$ cat src/rtl/score_pkg.sv
// Shared constants, glyph bitmaps and FSM encoding for the score renderer.
package score_pkg;

   localparam int GLYPH_W = 13;

   localparam logic [GLYPH_W-1:0] GLYPH_BLANK = 13'b0000000000000;

   localparam logic [GLYPH_W-1:0] GLYPH_TABLE [0:9] = '{
      13'b1111110111111,
      13'b0010100101001,
      13'b1110111110111,
      13'b1110111101111,
      13'b1011111101001,
      13'b1111011101111,
      13'b1111011111111,
      13'b1110100101001,
      13'b1111111111111,
      13'b1111111101111
   };

   typedef enum logic [1:0] {
      ST_IDLE   = 2'd0,
      ST_SHIFT  = 2'd1,
      ST_LOOKUP = 2'd2
   } state_t;

   // Largest value representable in the given number of decimal digits.
   function automatic int unsigned max_score(input int unsigned digits);
      int unsigned p;
      p = 32'd1;
      for (int unsigned i = 32'd0; i < digits; i++) begin
         p = p * 32'd10;
      end
      return p - 32'd1;
   endfunction

endpackage

$ cat src/rtl/score_display_glyph_rom.sv
// Combinational BCD digit to 13-bit glyph lookup; non-decimal codes render blank.
module glyph_rom
   import score_pkg::*;
(
   input  logic [3:0]         digit,
   output logic [GLYPH_W-1:0] glyph
);

   // Table lookup with blank fallback for codes 10..15
   always_comb begin
      case (digit)
         4'd0:    glyph = GLYPH_TABLE[0];
         4'd1:    glyph = GLYPH_TABLE[1];
         4'd2:    glyph = GLYPH_TABLE[2];
         4'd3:    glyph = GLYPH_TABLE[3];
         4'd4:    glyph = GLYPH_TABLE[4];
         4'd5:    glyph = GLYPH_TABLE[5];
         4'd6:    glyph = GLYPH_TABLE[6];
         4'd7:    glyph = GLYPH_TABLE[7];
         4'd8:    glyph = GLYPH_TABLE[8];
         4'd9:    glyph = GLYPH_TABLE[9];
         default: glyph = GLYPH_BLANK;
      endcase
   end

endmodule

$ cat src/rtl/score_display.sv
// Binary score to multi-digit glyph renderer: saturating capture, sequential
// double-dabble BCD conversion, then one lookup cycle with leading-zero blanking.
module score_display
   import score_pkg::*;
#(
   parameter int SCORE_W  = 10,
   parameter int DIGITS   = 3,
   parameter bit BLANK_LZ = 1'b1
) (
   input  logic                      clk,
   input  logic                      rst_n,
   input  logic [SCORE_W-1:0]        score,
   input  logic                      load,
   output logic                      busy,
   output logic                      done,
   output logic                      overflow,
   output logic [DIGITS*GLYPH_W-1:0] glyphs
);

   if (DIGITS < 1 || DIGITS > 6 || SCORE_W < 1 || SCORE_W > 20) begin : g_param_check
      $fatal(1, "score_display: DIGITS must be 1..6 and SCORE_W must be 1..20");
   end

   localparam int            BCD_W     = 4 * DIGITS;
   localparam int unsigned   MAX_SCORE = max_score(DIGITS);
   localparam logic [31:0]   MAX_V     = 32'(MAX_SCORE);
   localparam logic [SCORE_W-1:0] MAX_BIN = MAX_V[SCORE_W-1:0];
   localparam logic [4:0]    ITER_LOAD = 5'(SCORE_W);

   function automatic logic [DIGITS*GLYPH_W-1:0] reset_glyphs();
      logic [DIGITS*GLYPH_W-1:0] r;
      r = {(DIGITS*GLYPH_W){1'b0}};
      for (int d = 0; d < DIGITS; d++) begin
         if (d == 0 || !BLANK_LZ) begin
            r[d*GLYPH_W +: GLYPH_W] = GLYPH_TABLE[0];
         end else begin
            r[d*GLYPH_W +: GLYPH_W] = GLYPH_BLANK;
         end
      end
      return r;
   endfunction

   localparam logic [DIGITS*GLYPH_W-1:0] RST_GLYPHS = reset_glyphs();

   state_t                    state_r, state_s;
   logic [SCORE_W-1:0]        bin_r, bin_s;
   logic [BCD_W-1:0]          bcd_r, bcd_s;
   logic [4:0]                cnt_r, cnt_s;
   logic                      pend_ovf_r, pend_ovf_s;
   logic [DIGITS*GLYPH_W-1:0] glyphs_r, glyphs_s;
   logic                      overflow_r, overflow_s;
   logic                      done_r, done_s;
   logic                      busy_r, busy_s;

   logic [31:0]               score_ext_s;
   logic [BCD_W-1:0]          adj_bcd_s;
   logic [BCD_W-1:0]          shift_bcd_s;
   logic [SCORE_W-1:0]        shift_bin_s;
   logic [GLYPH_W-1:0]        rom_glyph_s [DIGITS];
   logic [DIGITS*GLYPH_W-1:0] lookup_s;

   assign score_ext_s = {{(32-SCORE_W){1'b0}}, score};

   for (genvar d = 0; d < DIGITS; d++) begin : g_rom
      glyph_rom u_rom (
         .digit (bcd_r[d*4 +: 4]),
         .glyph (rom_glyph_s[d])
      );
   end

   // One double-dabble iteration: add-3 correction, then shift {bcd, bin} left
   always_comb begin
      adj_bcd_s = bcd_r;
      for (int d = 0; d < DIGITS; d++) begin
         if (bcd_r[d*4 +: 4] >= 4'd5) begin
            adj_bcd_s[d*4 +: 4] = bcd_r[d*4 +: 4] + 4'd3;
         end else begin
            adj_bcd_s[d*4 +: 4] = bcd_r[d*4 +: 4];
         end
      end
      shift_bcd_s = {adj_bcd_s[BCD_W-2:0], bin_r[SCORE_W-1]};
      shift_bin_s = bin_r << 1;
   end

   // Glyph selection with leading-zero blanking scanned from the top digit down
   always_comb begin
      logic zero_above;
      zero_above = 1'b1;
      lookup_s   = {(DIGITS*GLYPH_W){1'b0}};
      for (int d = DIGITS - 1; d >= 0; d--) begin
         if (bcd_r[d*4 +: 4] != 4'd0) begin
            zero_above = 1'b0;
         end else begin
            zero_above = zero_above;
         end
         if (BLANK_LZ && d > 0 && zero_above) begin
            lookup_s[d*GLYPH_W +: GLYPH_W] = GLYPH_BLANK;
         end else begin
            lookup_s[d*GLYPH_W +: GLYPH_W] = rom_glyph_s[d];
         end
      end
   end

   // FSM next-state and datapath control
   always_comb begin
      state_s    = state_r;
      bin_s      = bin_r;
      bcd_s      = bcd_r;
      cnt_s      = cnt_r;
      pend_ovf_s = pend_ovf_r;
      glyphs_s   = glyphs_r;
      overflow_s = overflow_r;
      done_s     = 1'b0;
      busy_s     = busy_r;
      case (state_r)
         ST_IDLE: begin
            if (load) begin
               if (score_ext_s > MAX_V) begin
                  bin_s      = MAX_BIN;
                  pend_ovf_s = 1'b1;
               end else begin
                  bin_s      = score;
                  pend_ovf_s = 1'b0;
               end
               bcd_s   = {BCD_W{1'b0}};
               cnt_s   = ITER_LOAD;
               busy_s  = 1'b1;
               state_s = ST_SHIFT;
            end else begin
               busy_s  = 1'b0;
            end
         end
         ST_SHIFT: begin
            bin_s  = shift_bin_s;
            bcd_s  = shift_bcd_s;
            cnt_s  = cnt_r - 5'd1;
            busy_s = 1'b1;
            if (cnt_r == 5'd1) begin
               state_s = ST_LOOKUP;
            end else begin
               state_s = ST_SHIFT;
            end
         end
         ST_LOOKUP: begin
            glyphs_s   = lookup_s;
            overflow_s = pend_ovf_r;
            done_s     = 1'b1;
            busy_s     = 1'b1;
            state_s    = ST_IDLE;
         end
         default: begin
            busy_s  = 1'b0;
            state_s = ST_IDLE;
         end
      endcase
   end

   // State and output registers
   always_ff @(posedge clk or negedge rst_n) begin
      if (!rst_n) begin
         state_r    <= ST_IDLE;
         bin_r      <= {SCORE_W{1'b0}};
         bcd_r      <= {BCD_W{1'b0}};
         cnt_r      <= 5'd0;
         pend_ovf_r <= 1'b0;
         glyphs_r   <= RST_GLYPHS;
         overflow_r <= 1'b0;
         done_r     <= 1'b0;
         busy_r     <= 1'b0;
      end else begin
         state_r    <= state_s;
         bin_r      <= bin_s;
         bcd_r      <= bcd_s;
         cnt_r      <= cnt_s;
         pend_ovf_r <= pend_ovf_s;
         glyphs_r   <= glyphs_s;
         overflow_r <= overflow_s;
         done_r     <= done_s;
         busy_r     <= busy_s;
      end
   end

   assign busy     = busy_r;
   assign done     = done_r;
   assign overflow = overflow_r;
   assign glyphs   = glyphs_r;

endmodule
$ cat config.mk
export PLATFORM = sky130hd
export DESIGN_NAME = score_display
export DESIGN_NICKNAME = d
export VERILOG_FILES = /design/src/rtl/score_pkg.sv /design/src/rtl/score_display_glyph_rom.sv /design/src/rtl/score_display.sv
export SDC_FILE = /design/constraint.sdc
export NUM_CORES = 1
export LEC_CHECK = 0
export ABC_AREA = 1
export CELL_PAD_IN_SITES_DETAIL_PLACEMENT = 1
export CELL_PAD_IN_SITES_GLOBAL_PLACEMENT = 1
export CORE_MARGIN = 2
export CORE_UTILIZATION = 30
export DETAILED_ROUTE_END_ITERATION = 10
export GPL_TIMING_DRIVEN = 0
export PLACE_DENSITY = 0.74
export SYNTH_ARGS = -nofsm -noshare
export SYNTH_HDL_FRONTEND = slang
export SYNTH_SLANG_ARGS = --single-unit
$ cat constraint.sdc
create_clock -name clk -period 2.3 [get_ports clk]
set_clock_uncertainty 0.15 [all_clocks]
set_input_delay 0.345 -clock clk [delete_from_list [all_inputs] [get_ports clk]]
set_output_delay 0.345 -clock clk [all_outputs]
set_load 0.02 [all_outputs]
==> load_flow_metrics.sql <==
INSERT INTO impl_metrics (metric_group, metric, value, unit) VALUES
('finish', 'area_growth_syn_to_layout', '31.2', '%'),
('logic_synthesis', 'synth_warnings', '0', ''),
('global_routing', 'global_route.usage.total', '14.8', '%'),
('clock_network', 'cts_tree', 'done', ''),
('logic_synthesis', 'synth_seq_area_share', '46.2', '%'),
('timing', 'report.final.slew_viol_count', '0', ''),
('power', 'worst_ir_drop_vdd', '0.000488', 'V'),
('placed_design', 'io_buffers', '54', ''),
('floorplanning', 'die_h', '111', 'um'),
('floorplanning', 'start_util', '30.5', '%'),
('setup_path', 'crit_end_category', 'primary output', ''),
('global_routing', 'grt_overflow', '0', ''),
('power', 'cell_internal_pwr', '3.97', 'mW'),
('setup_path', 'crit_path_max_incr_delay', '0.59', 'ns'),
('floorplanning', 'rows', '39', ''),
('route', 'drt_first_pass_iters', '4', ''),
('power', 'power.clock.fraction', '23.3', '%'),
('floorplanning', 'chip_width', '111', 'um'),
('setup_path', 'worstPathMaxFanout', '4', ''),
('setup_path', 'arrival', '1.57', 'ns'),
('finish', 'most-common-layout-cells', '138 x sky130_fd_sc_hd__nand2_1, 54 x sky130_fd_sc_hd__dfrtp_1, 53 x sky130_fd_sc_hd__clkdlybuf4s50_1', ''),
('timing', 'fin_crit', '2.07', 'ns'),
('placed_design', 'post-place-cells', '626', ''),
('setup_path', 'data_required_time_at_the_worst_endpoint', '1.80', 'ns'),
('power', 'power_density', '1500', 'mW/mm^2'),
('clock_network', 'cts_root_buffer', 'sky130_fd_sc_hd__clkbuf_16', ''),
('clock_network', 'cts_buffer_depth', '2', ''),
('timing', 'final_min_period_over_clock_period', '89.9', '%'),
('route', 'postRouteAntennaNets', '0', ''),
('setup_path', 'critical_path.slowest_cell', 'sky130_fd_sc_hd__clkdlybuf4s50_1', ''),
('global_routing', 'grt_first_pass_wirelength', '14800', 'um'),
('setup_path', 'reg2reg_depth', '6', ''),
('route', 'route.vias.total', '3053', ''),
('logic_synthesis', 'synth.avg_cell_area', '8.01', 'sq um'),
('route', 'violation_count_after_the_first_detailed_route_iteration', '100', ''),
('global_routing', 'first_global_vias', '3105', ''),
('logic_synthesis', 'mappedNetlistArea', '0.00344', 'sq mm'),
('timing', 'final-setup-viol-count', '0', ''),
('finish', 'n_antenna_cell', '0', ''),
('hold_path', 'min-delay-path-class', 'reg2reg', ''),
('logic_synthesis', 'synthDistinctLibCells', '27', ''),
('finish', 'filler_cell_count', '1371', ''),
('route', 'wl', '8400', 'um'),
('placed_design', 'post_dp_cell_area', '0.00415', 'sq mm'),
('global_routing', 'grt_start_max_net_pins', '64', ''),
('floorplanning', 'die-area', '0.0123', 'sq mm'),
('finish', 'layout_commonest_cell', 'sky130_fd_sc_hd__nand2_1', ''),
('logic_synthesis', 'yosysTopAreaCell', 'sky130_fd_sc_hd__dfrtp_1', ''),
('power', 'power_frac_comb', '48.3', '%'),
('timing', 'timing.final.hold_violations', '0', ''),
('setup_path', 'cp_num_cells', '2', ''),
('setup_path', 'crit_path_cell_trace', 'buf_4, clkdlybuf4s50_1', ''),
('power', 'p_seq_share', '28.4', '%'),
('hold_path', 'worstHoldPathCells', '2', ''),
('clock_network', 'post-cts-setup-buffers', '0', ''),
('logic_synthesis', 'postSynthCellCount', '429', ''),
('setup_path', 'cpLargestDelayFamily', 'buffers and inverters', ''),
('timing', 'timing_worst_slew_pin_value', '0.814', 'ns'),
('outcome', 'outcome', 'complete, no violations', ''),
('route', 'post_drt_wl_per_cell', '13.1', 'um'),
('floorplanning', 'core', '0.0113', 'sq mm'),
('finish', 'final_net_count', '531', ''),
('logic_synthesis', 'synthDominantCellAreaShare', '39.3', '%'),
('timing', 'fmax', '0.484', 'GHz'),
('placed_design', 'place.detailed.hpwl', '6180', 'um'),
('logic_synthesis', 'ys_ff_latch', '63', ''),
('finish', 'proportion_of_layout_cells_with_a_drive_suffix_above_1', '13.0', '%'),
('global_routing', 'antenna_found_initial', '0', ''),
('clock_network', 'cts.clk_slew.worst_paths', '0.06', 'ns'),
('finish', 'fin_cells', '643', ''),
('timing', 'timing.setup.tns', '0', 'ns');
-- path summary, 6_finish.rpt --
path	start	to	slack [ns]
worst max register to register	state_r[0]	glyphs[32]	0.52
min in group asynchronous	rst_n	bin_r[7]	0.47
worst min-delay path	bin_r[1]	bin_r[1]	0.33
worst max-delay path	glyphs[10]	glyphs[5]	0.23
max in group asynchronous	rst_n	bcd_r[7]	0.97
worst min register to register	bin_r[1]	bin_r[1]	0.33
-- cell usage after synthesis (all sizes together) --
cell type	number
inv	41
clkbuf	2
ha	23
a22oi	2
nand4	9
o22ai	4
nor3	4
nor2	38
nand3	25
o21ai	37
nand3b	1
o211ai	5
a31oi	4
a21oi	7
dfrtp	54
o21a	1
nand2	142
buf	21
dfstp	9
-- registers in the layout (all words and copies together), names as in the netlist --
signal	cells
bin_r	10
state_r	2
bcd_r	12
cnt_r	5
pend_ovf_r	1
glyphs	30
done	1
overflow	1
busy	1
-- final cells by class --
class	count	area (sq um)	area share, %
Multi-Input combinational cell	302	1550	34.3
Clock inverter	7	120	2.66
Inverter	41	154	3.41
Tap cell	143	179	3.97
Sequential cell	63	1590	35.2
Buffer	23	146	3.25
Clock buffer	9	225	5.00
Timing Repair Buffer	55	548	12.2
-- cell families (layout without fill, tap and decap cells) --
group                      after synthesis  count (layout)  share of synthesized area [%]
AOI/OAI and AO/OA                       60              60                           10.3
adders and majority gates               23              23                           8.38
buffers and inverters                   64             135                           8.74
DFF                                     63              63                           46.2
and+or+nand+nor                        219             219                           26.4
-- power groups by stage --
stage | Combinational, mW | Sequential (mW) | Clock, mW
2_1_floorplan | 1.99 | 2.12 | 0
3_5_place_dp | 3.30 | 1.95 | 0
5_1_grt | 3.72 | 2.00 | 1.67
4_1_cts | 3.32 | 1.94 | 1.61
6_report | 3.27 | 1.93 | 1.58
3_3_place_gp | 3.19 | 1.92 | 0
-- worst min-delay path: stages, from the launching register on --
cell                      delay, ns
sky130_fd_sc_hd__dfrtp_1       0.34
sky130_fd_sc_hd__nand2_1       0.06
sky130_fd_sc_hd__nand2_1       0.05
-- per-layer routing --
metal	vias up	part of all wire [%]	global-route usage, %
li1	1507	-	-
met1	1490	46	18.9
met2	46	48	24.3
met3	10	3.2	2.62
met4	0	2.2	7.24
met5	-	0	0
-- metrics by stage --
step	hold slack [ns]	total power, mW	setup slack [ns]
2_1_floorplan	-0.101	4.11	0.818
4_1_cts	0.334	6.87	0.213
6_report	0.332	6.78	0.232
3_3_place_gp	0.315	5.12	-1.48
3_5_place_dp	0.319	5.25	0.432
5_1_grt	0.345	7.39	0.196
-- what timing repair did --
action                                 in CTS  in global routing
gates resized for setup                     0                  0
hold buffers                                1                  0
endpoints found under the hold margin      12                  0
(Power assumes the default switching activity.)
